$ cat src/rtl/alu_pkg.sv
// ============================================================================
// Package     : alu_pkg
// Description : Shared definitions for the serial ALU sequencer: ALU op
//               encodings, nibble width, sequencer state type and a helper
//               for sizing the nibble index counter.
// Contents    : OP_PASS/OP_ADD/OP_AND/OP_NOT, NIB_W, state_t, idx_width()
// Revision    : 1.0 - initial release
// ============================================================================
`default_nettype none

package alu_pkg;

   // Width of one ALU slice.
   localparam int NIB_W = 4;

   // ALU select encodings.
   localparam logic [1:0] OP_PASS = 2'b00;
   localparam logic [1:0] OP_ADD  = 2'b01;
   localparam logic [1:0] OP_AND  = 2'b10;
   localparam logic [1:0] OP_NOT  = 2'b11;

   // Sequencer states.
   typedef enum logic [1:0] {
      IDLE = 2'd0,
      RUN  = 2'd1,
      DONE = 2'd2
   } state_t;

   // Width of a counter that must hold 0..nib-1; never narrower than 1 bit.
   function automatic int idx_width(input int nib);
      return (nib > 1) ? $clog2(nib) : 1;
   endfunction

endpackage

`default_nettype wire

$ cat src/rtl/alu_serial_ctrl_if.sv
// ============================================================================
// Interface   : alu_serial_ctrl_if
// Description : Operand request and result handshake bundle of the serial
//               ALU sequencer.
// Signals     : in_valid/in_ready/in_op/in_a/in_b/in_cin   operand request
//               out_valid/out_ready/out_f/out_cout          result
// Modports    : master - producer/consumer side
//               slave  - sequencer side
// Parameters  : W - operand/result word width
// Revision    : 1.0 - initial release
// ============================================================================
`default_nettype none

interface alu_serial_ctrl_if #(
   parameter int W = 16
);

   logic          in_valid;
   logic          in_ready;
   logic [1:0]    in_op;
   logic [W-1:0]  in_a;
   logic [W-1:0]  in_b;
   logic          in_cin;
   logic          out_valid;
   logic          out_ready;
   logic [W-1:0]  out_f;
   logic          out_cout;

   modport master (
      output in_valid, in_op, in_a, in_b, in_cin, out_ready,
      input  in_ready, out_valid, out_f, out_cout
   );

   modport slave (
      input  in_valid, in_op, in_a, in_b, in_cin, out_ready,
      output in_ready, out_valid, out_f, out_cout
   );

endinterface

`default_nettype wire

$ cat src/rtl/alu_serial_ctrl.sv
// ============================================================================
// Module      : alu_serial_ctrl
// Description : Drives an external 4-bit combinational ALU one nibble per
//               clock to execute NIB x 4-bit operations. The ripple carry is
//               held in a flop between nibbles.
// Ports       : clk              clock, rising edge
//               rst_n            asynchronous active-low reset
//               bus (slave)      operand request / result handshake
//               alu_sel          ALU op select (00 outside RUN)
//               alu_a, alu_b     ALU operand nibbles (0 outside RUN)
//               alu_cin          ALU carry-in (0 unless ADD in RUN)
//               alu_f, alu_cout  ALU result nibble and carry-out
// Parameters  : NIB - nibbles per operand (1..16), word width 4*NIB
// Revision    : 1.0 - initial release
// ============================================================================
`default_nettype none

module alu_serial_ctrl
   import alu_pkg::*;
#(
   parameter int NIB = 4
) (
   input  logic             clk,
   input  logic             rst_n,
   alu_serial_ctrl_if.slave bus,
   output logic [1:0]       alu_sel,
   output logic [NIB_W-1:0] alu_a,
   output logic [NIB_W-1:0] alu_b,
   output logic             alu_cin,
   input  logic [NIB_W-1:0] alu_f,
   input  logic             alu_cout
);

   localparam int W     = NIB_W * NIB;
   localparam int IDX_W = idx_width(NIB);
   localparam logic [IDX_W-1:0] IDX_LAST = IDX_W'(NIB - 1);

   state_t              state_q, state_d;
   logic [IDX_W-1:0]    idx_q,   idx_d;
   logic [1:0]          op_q,    op_d;
   logic [W-1:0]        a_q,     a_d;
   logic [W-1:0]        b_q,     b_d;
   logic                cin_q,   cin_d;
   logic                carry_q, carry_d;
   logic [W-1:0]        f_q,     f_d;

   logic [NIB_W-1:0]    nib_a;
   logic [NIB_W-1:0]    nib_b;
   logic                last_nib;

   assign last_nib = (idx_q == IDX_LAST);

   // ------------------------------------------------------------------------
   // FSM: state register
   // ------------------------------------------------------------------------
   always_ff @(posedge clk or negedge rst_n) begin
      if (!rst_n) begin
         state_q <= IDLE;
      end else begin
         state_q <= state_d;
      end
   end

   // ------------------------------------------------------------------------
   // FSM: next-state logic
   // ------------------------------------------------------------------------
   always_comb begin
      state_d = state_q;
      case (state_q)
         IDLE: if (bus.in_valid)  state_d = RUN;
         RUN:  if (last_nib)      state_d = DONE;
         DONE: if (bus.out_ready) state_d = IDLE;
         default:                 state_d = IDLE;
      endcase
   end

   // ------------------------------------------------------------------------
   // Operand nibble select for the current index
   // ------------------------------------------------------------------------
   always_comb begin
      nib_a = '0;
      nib_b = '0;
      for (int k = 0; k < NIB; k++) begin
         if (idx_q == IDX_W'(k)) begin
            nib_a = a_q[k*NIB_W +: NIB_W];
            nib_b = b_q[k*NIB_W +: NIB_W];
         end
      end
   end

   // ------------------------------------------------------------------------
   // Datapath next-state
   // ------------------------------------------------------------------------
   always_comb begin
      idx_d   = idx_q;
      op_d    = op_q;
      a_d     = a_q;
      b_d     = b_q;
      cin_d   = cin_q;
      carry_d = carry_q;
      f_d     = f_q;
      case (state_q)
         IDLE: begin
            if (bus.in_valid) begin
               op_d    = bus.in_op;
               a_d     = bus.in_a;
               b_d     = bus.in_b;
               cin_d   = bus.in_cin;
               idx_d   = '0;
               f_d     = '0;
               // Clearing here keeps a carry from leaking into the next op.
               carry_d = 1'b0;
            end
         end
         RUN: begin
            // The ALU already gates cout for non-ADD ops; gating again keeps
            // out_cout at 0 even if a different ALU is paired with us.
            carry_d = (op_q == OP_ADD) & alu_cout;
            for (int k = 0; k < NIB; k++) begin
               if (idx_q == IDX_W'(k)) begin
                  f_d[k*NIB_W +: NIB_W] = alu_f;
               end
            end
            // Index parks on the last nibble rather than wrapping.
            if (!last_nib) begin
               idx_d = idx_q + 1'b1;
            end
         end
         default: ;
      endcase
   end

   always_ff @(posedge clk or negedge rst_n) begin
      if (!rst_n) begin
         idx_q   <= '0;
         op_q    <= OP_PASS;
         a_q     <= '0;
         b_q     <= '0;
         cin_q   <= 1'b0;
         carry_q <= 1'b0;
         f_q     <= '0;
      end else begin
         idx_q   <= idx_d;
         op_q    <= op_d;
         a_q     <= a_d;
         b_q     <= b_d;
         cin_q   <= cin_d;
         carry_q <= carry_d;
         f_q     <= f_d;
      end
   end

   // ------------------------------------------------------------------------
   // FSM: output decode (state and registers only, no input feed-through)
   // ------------------------------------------------------------------------
   always_comb begin
      bus.in_ready  = (state_q == IDLE);
      bus.out_valid = (state_q == DONE);
      bus.out_f     = f_q;
      bus.out_cout  = carry_q;
      alu_sel       = OP_PASS;
      alu_a         = '0;
      alu_b         = '0;
      alu_cin       = 1'b0;
      if (state_q == RUN) begin
         alu_sel = op_q;
         alu_a   = nib_a;
         alu_b   = nib_b;
         // Nibble 0 takes the request carry, later nibbles the rippled one.
         if (op_q == OP_ADD) begin
            alu_cin = (idx_q == '0) ? cin_q : carry_q;
         end
      end
   end

endmodule

`default_nettype wire

$ cat src/flat_wrapper.sv
// flat-port wrapper written by rule: the top's interface ports become plain ports
module alu_serial_ctrl_flat import alu_pkg::*;
#(
   parameter int NIB = 4
)
  (clk, rst_n, alu_sel, alu_a, alu_b, alu_cin, alu_f, alu_cout, bus_in_valid, bus_in_op, bus_in_a, bus_in_b, bus_in_cin, bus_out_ready, bus_in_ready, bus_out_valid, bus_out_f, bus_out_cout);
  alu_serial_ctrl_if #(.W((4 * NIB))) bus_i ();
  input  logic clk;
  input  logic rst_n;
  output logic [1:0] alu_sel;
  output logic [NIB_W-1:0] alu_a;
  output logic [NIB_W-1:0] alu_b;
  output logic alu_cin;
  input  logic [NIB_W-1:0] alu_f;
  input  logic alu_cout;
  input wire logic [$bits(bus_i.in_valid)-1:0] bus_in_valid;
  input wire logic [$bits(bus_i.in_op)-1:0] bus_in_op;
  input wire logic [$bits(bus_i.in_a)-1:0] bus_in_a;
  input wire logic [$bits(bus_i.in_b)-1:0] bus_in_b;
  input wire logic [$bits(bus_i.in_cin)-1:0] bus_in_cin;
  input wire logic [$bits(bus_i.out_ready)-1:0] bus_out_ready;
  output wire logic [$bits(bus_i.in_ready)-1:0] bus_in_ready;
  output wire logic [$bits(bus_i.out_valid)-1:0] bus_out_valid;
  output wire logic [$bits(bus_i.out_f)-1:0] bus_out_f;
  output wire logic [$bits(bus_i.out_cout)-1:0] bus_out_cout;
  assign bus_i.in_valid = bus_in_valid;
  assign bus_i.in_op = bus_in_op;
  assign bus_i.in_a = bus_in_a;
  assign bus_i.in_b = bus_in_b;
  assign bus_i.in_cin = bus_in_cin;
  assign bus_i.out_ready = bus_out_ready;
  assign bus_in_ready = bus_i.in_ready;
  assign bus_out_valid = bus_i.out_valid;
  assign bus_out_f = bus_i.out_f;
  assign bus_out_cout = bus_i.out_cout;
  alu_serial_ctrl #(.NIB(NIB)) u_core (.clk(clk), .rst_n(rst_n), .bus(bus_i), .alu_sel(alu_sel), .alu_a(alu_a), .alu_b(alu_b), .alu_cin(alu_cin), .alu_f(alu_f), .alu_cout(alu_cout));
endmodule
$ cat config.mk
export PLATFORM = sky130hd
export DESIGN_NAME = alu_serial_ctrl_flat
export DESIGN_NICKNAME = d
export VERILOG_FILES = /design/src/rtl/alu_pkg.sv /design/src/rtl/alu_serial_ctrl_if.sv /design/src/rtl/alu_serial_ctrl.sv /design/src/flat_wrapper.sv
export SDC_FILE = /design/constraint.sdc
export NUM_CORES = 1
export LEC_CHECK = 0
export BUFFER_PORTS_ARGS = -buffer_cell sky130_fd_sc_hd__buf_2
export CAP_MARGIN = 25
export CORE_ASPECT_RATIO = 1.1
export CORE_UTILIZATION = 52
export DETAILED_ROUTE_END_ITERATION = 10
export PLACE_DENSITY = 0.87
export SETUP_SLACK_MARGIN = 0.3
export SLEW_MARGIN = 25
export SYNTH_ARGS = -nofsm -noshare
export SYNTH_HDL_FRONTEND = slang
export SYNTH_SLANG_ARGS = --single-unit
$ cat constraint.sdc
create_clock -name clk -period 2.23 [get_ports clk]
set_input_delay 0.3345 -clock clk [delete_from_list [all_inputs] [get_ports clk]]
set_output_delay 0.3345 -clock clk [all_outputs]
set_load 0.01 [all_outputs]
==> impl_metrics.yaml, run 1 <==
status:
  outcome: "finished with violations"
  violations: "design-rule violations"
timing:
  maxSlewViolCount: 0
  finClkSkew_ns: 0.005031
  finalCritPeriodShare_pct: 96.41
  fmax_ghz: 0.4651
  setup_viol: 0
  setup_slack_ns: 0.08004
  max_slew_margin_pct: 54.70
  tightest_slew_ns: 0.6791
  fin_crit_ns: 2.150
  rsz0062_at_grt: "yes"
  final-hold-violation-count: 0
  hold_ws_ns: 0.05280
worst_setup_path:
  reg2reg_from: "u_core.idx_q[0]$_DFFE_PN0P_"
  worstSetupEndpointType: "output port"
  crit_required_ns: 1.90
  startpoint_type: "flop"
  worstPathArrival_ns: 1.82
  worst-setup-path-type: "flop to output port"
  cp_max_fo: 7
  cp-startpoint: "u_core.idx_q[1]$_DFFE_PN0P_"
placement:
  dp_cells: 333
  globalplace.congestion: 0.7651
  place_worst_setup_slack_ns: 0.2244
  hpwl_mm: 4.089
  io_buffers: 73
clock_network:
  clock_latency_ns: 0.31
  cts_root_buf: "clkbuf_8"
  cts.clk_slew.worst_paths_ns: 0.10
  htreeDepth: 2
  clkSinkCount: 56
  cts_hold_buf: 0
  cts_inserted_buffers: 5
  cts_buffer_depth: 2
  tritoncts: "yes"
cells_and_area:
  final_nets: 332
  fin_util_pct: 66.69
  drive_gt1_share_pct: 58.25
  multi_input_area_sq_mm: 0.001261
  n_antenna_cell: 0
  area_delta_synth_final_pct: 23.02
  layoutNonFillerInstCount: 343
  fillCellCount: 380
  seq_area_sq_mm: 0.001404
yosys:
  synth_xor_area_share_pct: 0
  synth.area.mux_share_pct: 22.24
  synth_largest_area_cell: "dfrtp_1"
  synth_cell_type_count: 27
  synth_top_area_share_pct: 51.35
  yosys.area_share.adder_pct: 1.834
  synth_ff_type: "dfrtp_1"
  ys_warn_count: 0
  synth_cells: 207
  synth_top_family_by_area: "multiplexers"
  synth.area.top_cells: "dfrtp_1 51%, mux2_2 20%, a22o_1 5.5%, nor2b_1 3.2%, buf_6 2.9%"
  ys_seq_area_share_pct: 51.35
  ys_top_cells_by_count: "56 x dfrtp_1, 49 x mux2_2, 17 x a22o_1"
  synth_simple_gate_area_share_pct: 7.336
  syn_avg_cell_area_sq_um: 13.18
  synth_edf_count: 0
  synth_compound_area_share_pct: 11.60
  syn_nets: 255
  syn-cell-area_sq_mm: 0.002729
  async_reset_ff_share_pct: 100.0
  synth.most_common_cell: "dfrtp_1"
  synth-seq-cells: 56
global_routing:
  grt-ovfl-total: 0
  antenna_found_initial: 0
  grt_pass1_wl_mm: 9.646
  grt_usage_pct: 22.58
  first_global_vias: 2064
  grt_max_degree: 38
floorplan:
  chipWidth_um: 71.07
  dieArea_sq_mm: 0.005542
  rows: 27
  start_util_pct: 54.21
  die_h_um: 77.98
  core_sq_mm: 0.005034
  ios: 74
route:
  wirelength_mm: 5.824
  viasPerCell: 5.758
  avgRoutedWirePerCell_um: 16.98
  drt_pre_antenna_iters: 7
  drtIter0Drc: 89
  drc: 12
  postRouteAntennaNets: 0
  vias: 1975
power:
  power.total_mw: 4.960
  ir_drop_uv: 693.7
  p_leak_nw: 1.623
  power-per-cell-area_mw_per_mm2: 1478
hold_path:
  worstHoldPathType: "input port to async pin"
flow_run:
  drv_cap: 0
[final timing paths]
path	to	slack, ns	cells past startpoint
setup / recovery	alu_b[3]	0.08	6
hold / removal	u_core.b_q[11]$_DFFE_PN0P_	0.05	1
setup reg to reg	u_core.bus.out_f[8]$_DFFE_PN0P_	0.61	6
hold reg to reg	u_core.b_q[10]$_DFFE_PN0P_	0.52	1
max in group asynchronous	u_core.idx_q[0]$_DFFE_PN0P_	1.58	2
min in group clk	u_core.a_q[4]$_DFFE_PN0P_	0.25	2
[flip-flops by register name, summed over array words and instances, names as in the netlist]
register and flops:
u_core.bus.out_f 16, u_core.state_q 2, u_core.b_q 16, u_core.a_q 16
u_core.idx_q 2, u_core.bus.out_cout 1, u_core.op_q 2, u_core.cin_q 1
[metrics by stage]
stage / setup TNS [ns] / instance area [sq um]
after floorplan: 0 / 2729
after global placement: 0 / 3157
after detailed placement: 0 / 3157
after CTS: 0 / 3331
after global routing: -0.009311 / 3357
final: 0 / 3357
[routing by layer]
metal / GRT usage [%] / wire [um]
met1: 30.13 / 2681
met2: 37.60 / 2794
met3: 4.935 / 294
met4: 5.400 / 53
met5: 0 / 0
[area by class of cell]
class	count	share of cell area, %
flip-flops and latches	56	41.82
multi-input cells	128	37.57
repair buffers	87	14.98
clock buffers	7	2.572
well taps	58	2.162
inverters	6	0.6709
clock inverters	1	0.2236
[layout by cell type (no fill, tap or decap), types with 4 or more instances in the layout]
cell type,Yosys,layout
dfrtp_1,56,54
a22o_1,17,17
a221oi_2,0,5
inv_1,6,4
nand3_1,7,7
mux2_2,49,49
nand2_1,4,4
o41ai_2,0,4
buf_4,2,11
clkbuf_8,0,6
nor2b_1,14,13
buf_2,6,73
[what timing repair did]
action,4_1_cts,5_1_grt
buffers inserted,1,1
setup endpoints to repair,10,9
pin swaps,10,0
gates cloned,0,0
resized for setup,18,3
[logic make-up after synthesis]
group / Yosys count
DFF: 56
muxes: 53
AOI/OAI and AO/OA: 37
and+or+nand+nor: 34
buffers and inverters: 23
adders and majority gates: 4
[critical path, stage by stage, from the launching register on]
cell      delay [ns]
dfrtp_1         0.40
inv_2           0.07
ha_4            0.16
and2b_4         0.33
a221oi_2        0.08
o41ai_1         0.28
buf_2           0.19
[power breakdown]
| group | internal (mW) | switching, mW | total, mW |
|---|---|---|---|
| Combinational | 1.34 | 1.21 | 2.55 |
| Clock | 0.253 | 0.314 | 0.567 |
| Sequential | 1.50 | 0.342 | 1.84 |
| Total | 3.09 | 1.87 | 4.96 |
(Power assumes the default switching activity.)
==> inputs of run 2 (changes only) <==
clock period = 2.3 ns   (was 2.23 ns; I/O delays follow)
==> run 2 against run 1 <==
  * The run still ends with design-rule violations left
  * Sequential power down 3%
  * Non-clock buffer count is 4 higher
  * Utilization grew 1.5 points
  * Hold slack lost 0.00078 ns
  * Routed wire length is 5.2% higher
  * Critical endpoint is now alu_b[2]
  * Largest cell class unchanged
==> impl_metrics.yaml, run 2 (synthesis gave the netlist of run 1 again) <==
route:
  drt_pre_antenna_iters: 7
  wl_met2_mm: 3.020
  viasPerCell: 5.726
  met1Wirelength_mm: 2.731
  postRouteAntennaNets: 0
  top_layer_used: "met4"
  drc: 6
  avgRoutedWirePerCell_um: 17.65
  drtIter0Drc: 114
  wirelength_mm: 6.126
  wl_met3_um: 302
  vias: 1987
floorplan:
  start_util_pct: 54.21
  dieArea_sq_mm: 0.005542
  rows: 27
  ios: 74
  chipWidth_um: 71.07
  core_sq_mm: 0.005034
  die_h_um: 77.98
global_routing:
  grt-ovfl-total: 0
  first_global_vias: 1998
  grt_pass1_wl_mm: 9.749
  antenna_found_initial: 0
  grt_usage_pct: 22.92
  grt_max_degree: 38
timing:
  maxSlewViolCount: 0
  final-hold-violation-count: 0
  finClkSkew_ns: 0.004028
  setup_slack_ns: 0.1350
  fin_crit_ns: 2.165
  hold_ws_ns: 0.05202
  finalCritPeriodShare_pct: 94.13
  fmax_ghz: 0.4619
  max_slew_margin_pct: 56.08
  rsz0062_at_grt: "yes"
  tightest_slew_ns: 0.6584
  finalSetupTns_ns: 0
  setup_viol: 0
cells_and_area:
  multi_input_area_sq_mm: 0.001295
  seq_area_sq_mm: 0.001405
  drive_gt1_share_pct: 59.52
  layout_common_cells: "73 x buf_2, 53 x dfrtp_1, 49 x mux2_2"
  n_antenna_cell: 0
  fillCellCount: 361
  area_delta_synth_final_pct: 25.81
  final_common_cell: "buf_2"
  final_nets: 336
clock_network:
  htreeDepth: 2
  clock_latency_ns: 0.30
  clkSinkCount: 56
  cts_inserted_buffers: 5
  cts.clk_slew.worst_paths_ns: 0.10
  cts_root_buf: "clkbuf_8"
  cts_hold_buf: 0
  tritoncts: "yes"
  cts_buffer_depth: 2
worst_setup_path:
  worst-setup-path-type: "flop to output port"
  crit_required_ns: 1.96
  r2r_cells: 7
  worstPathArrival_ns: 1.82
  worstSetupEndpointType: "output port"
  startpoint_type: "flop"
  cp_max_fo: 7
placement:
  io_buffers: 73
  hpwl_mm: 4.078
  globalplace.congestion: 0.7875
  place_worst_setup_slack_ns: 0.2750
status:
  violations: "design-rule violations"
  outcome: "finished with violations"
power:
  p_leak_nw: 1.646
  power-per-cell-area_mw_per_mm2: 1449
  ir_drop_uv: 731.6
  power.total_mw: 4.976
hold_path:
  worstHoldPathType: "input port to async pin"
flow_run:
  drv_cap: 0
## run 2: changes by cell type in the layout (fill, tap and decap cells not counted), moves of 2 or more
cell,before,now
a221oi_2,5,2
ha_4,1,3
a221oi_1,2,4
buf_4,11,13
## run 2: what timing repair did
action                     4_1_cts  5_1_grt
resized for setup               19       11
setup endpoints to repair        9        9
buffers inserted                 6        1
pin swaps                        9        2
## run 2: final cells by class
cell class	count	share of cell area, %
Sequential cell	56	40.93
Multi-Input combinational cell	128	37.72
Timing Repair Buffer	91	15.85
Clock buffer	7	2.515
Tap cell	58	2.114
Inverter	6	0.6560
Clock inverter	1	0.2187
## run 2: worst max-delay path: stages (launching register included)
cell	delay, ns
dfrtp_2	0.46
ha_4	0.18
and2b_4	0.33
a221oi_1	0.10
o41ai_1	0.26
buf_2	0.19
## run 2: metal layers
metal,vias to the layer above,track usage (%)
met5,-,0
met4,0,6.600
met3,6,5.065
met2,60,38.27
met1,1004,29.96
li1,917,-
## run 2: power breakdown
part | leakage [nW] | switching [mW] | internal (mW)
registers | 0.683 | 0.324 | 1.46
clock network | 0.0445 | 0.310 | 0.246
logic | 0.919 | 1.24 | 1.40
total | 1.65 | 1.87 | 3.10
## run 2: path summary, 6_finish.rpt
kind | start | end | slack, ns
setup / recovery | u_core.idx_q[0]$_DFFE_PN0P_ | alu_b[2] | 0.13
hold / removal | rst_n | u_core.b_q[6]$_DFFE_PN0P_ | 0.05
setup reg to reg | u_core.idx_q[0]$_DFFE_PN0P_ | u_core.bus.out_f[11]$_DFFE_PN0P_ | 0.58
hold reg to reg | u_core.b_q[8]$_DFFE_PN0P_ | u_core.b_q[8]$_DFFE_PN0P_ | 0.52
max in group asynchronous | rst_n | u_core.idx_q[0]$_DFFE_PN0P_ | 1.66
min in group clk | bus_in_b[9] | u_core.b_q[9]$_DFFE_PN0P_ | 0.27
## run 2: metrics by stage
step,utilization (%),cell area [sq um],cells
floorplan,-,2729,207
global placement,62.57,3149,332
detailed placement,62.57,3149,332
CTS,66.92,3368,346
global route,68.21,3433,347
finish,68.21,3433,347
==> inputs of run 3 (changes only) <==
CORE_UTILIZATION = 40   (was 52)
PLACE_DENSITY = 0.72   (was 0.87)
==> run 3 against run 2 <==
  * The flow now finishes without violations
  * Utilization fell by 17 points
  * Register-to-register slack got worse by 0.10 ns
  * Hold slack got worse by 0.036 ns
  * Critical path depth rose by 1
  * Cell count rose by 5.5%
  * First-iteration DRC count fell by 39%
  * Clock power rose by 15%
  * Clock skew rose by 0.0065 ns
  * Die area rose by 29%
  * Maximum frequency rose by 0.18%
  * Setup slack improved by 0.0039 ns
  * Sequential cell count did not move
  * Largest cell class unchanged
  * Largest power group unchanged
==> impl_metrics.yaml, run 3 (synthesis gave the netlist of run 1 again) <==
global_routing:
  first_global_vias: 1981
  use_met2_pct: 28.51
  met1_usage_pct: 24.64
  met3_usage_pct: 4.227
  antenna_found_initial: 0
  grt_usage_pct: 18.22
  grt_busiest_layer: "met2"
  grt_pass1_wl_mm: 9.666
  grt_max_degree: 57
  grt-ovfl-total: 0
placement:
  hpwl_mm: 4.073
  dpl_cell_area_sq_mm: 0.003164
  io_buffers: 73
  globalplace.congestion: 0.7376
  place_worst_setup_slack_ns: 0.2604
cells_and_area:
  area_delta_synth_final_pct: 24.07
  drive_gt1_share_pct: 56.34
  n_antenna_cell: 0
  layout_common_cells: "73 x buf_2, 55 x dfrtp_1, 49 x mux2_2"
  final_common_cell: "buf_2"
  finalInstanceArea_sq_mm: 0.003386
  final_nets: 331
floorplan:
  chipWidth_um: 80.75
  core_sq_mm: 0.006594
  start_util_pct: 41.39
  dieArea_sq_mm: 0.007156
  die_h_um: 88.63
  ios: 74
  rows: 31
timing:
  rsz0062_at_grt: "yes"
  fmax_ghz: 0.4627
  max_slew_margin_pct: 53.87
  final-hold-violation-count: 0
  maxSlewViolCount: 0
  finClkSkew_ns: 0.01051
  fin_crit_ns: 2.161
  setup_viol: 0
  setup_slack_ns: 0.1389
  finalCritPeriodShare_pct: 93.96
  hold_ws_ns: 0.01648
  finalSetupTns_ns: 0
  tightest_slew_ns: 0.6915
clock_network:
  cts_root_buf: "clkbuf_8"
  htreeDepth: 2
  clkSinkCount: 56
  cts_buffer_depth: 2
  cts.clk_slew.worst_paths_ns: 0.10
  clock_latency_ns: 0.32
  cts_inserted_buffers: 5
  tritoncts: "yes"
  cts_hold_buf: 0
route:
  wirelength_mm: 6.064
  drc: 0
  postRouteAntennaNets: 0
  drtIter0Drc: 69
  drt_pre_antenna_iters: 4
  viasPerCell: 5.202
  avgRoutedWirePerCell_um: 16.57
  vias: 1904
power:
  power.total_mw: 4.850
  internal_power_mw: 3.072
  switching_share_pct: 36.66
  pwr-share-clk_pct: 13.1
  seq_power_share_pct: 36.0
  switchingPower_mw: 1.778
  p_leak_nw: 1.613
  power_frac_comb_pct: 50.9
  power-per-cell-area_mw_per_mm2: 1432
  ir_drop_uv: 667.4
worst_setup_path:
  crit_chain: "inv_2, buf_12, ha_4, nor2b_1, o41ai_1, buf_2"
  cp-startpoint: "u_core.idx_q[0]$_DFFE_PN0P_"
  startpoint_type: "flop"
  crit_path_top_delay_cell: "dfrtp_2"
  r2r_setup_slack_ns: 0.48
  slowest_delay_ns: 0.43
  r2r_cells: 7
  reg2reg_from: "u_core.idx_q[0]$_DFFE_PN0P_"
  worstSetupEndpointType: "output port"
  endpoint: "alu_b[3]"
  timing.rr.end: "u_core.bus.out_f[11]$_DFFE_PN0P_"
  critical_path.top_delay_family: "flip-flops"
  crit_required_ns: 1.96
  worst-setup-path-type: "flop to output port"
  path_buf_inv: 3
  crit_cells: 6
  worstPathArrival_ns: 1.82
  cp_max_fo: 17
hold_path:
  worstHoldPathType: "input port to async pin"
flow_run:
  drv_cap: 0
status:
  outcome: "complete, no violations"
## run 3: area by class of cell
cell class,count,area [sq um]
Timing Repair Buffer,86,504.2
Sequential cell,56,1403
Tap cell,82,102.6
Multi-Input combinational cell,128,1246
Clock inverter,2,35.03
Fill cell,572,3208
Inverter,6,22.52
Clock buffer,6,72.57
## run 3: how the worst min path moves through the flow
stage,startpoint,endpoint,slack (ns),cells past startpoint
finish,rst_n,u_core.state_q[1]$_DFFE_PN0P_,0.02,2
global route,rst_n,u_core.state_q[1]$_DFFE_PN0P_,0.03,2
CTS,rst_n,u_core.state_q[1]$_DFFE_PN0P_,0.03,2
detailed placement,rst_n,u_core.b_q[14]$_DFFE_PN0P_,0.37,2
global placement,rst_n,u_core.b_q[12]$_DFFE_PN0P_,0.37,2
floorplan,rst_n,u_core.a_q[0]$_DFFE_PN0P_,0.05,0
## run 3: stage by stage
step           util (%)  cells
2_1_floorplan         -    207
3_3_place_gp      47.99    354
3_5_place_dp      47.99    354
4_1_cts           51.31    366
5_1_grt           51.35    366
6_report          51.35    366
## run 3: routing by layer
layer	wire [um]	vias to the layer above
met5	0	-
met4	97	0
met3	426	9
met2	2736	71
met1	2803	911
li1	-	913
## run 3: power by group through the flow
stage	Combinational, mW	Sequential, mW	Clock, mW
after floorplan	1.67	1.73	0
after global placement	2.25	1.72	0
after detailed placement	2.30	1.75	0
after CTS	2.48	1.74	0.645
after global routing	2.70	1.82	0.686
final	2.47	1.75	0.636
## run 3: timing repair
action | in CTS | in global routing
gates resized for setup | 16 | 1
pin swaps | 9 | 1
setup endpoints to repair | 8 | 10
buffers inserted | 4 | 0
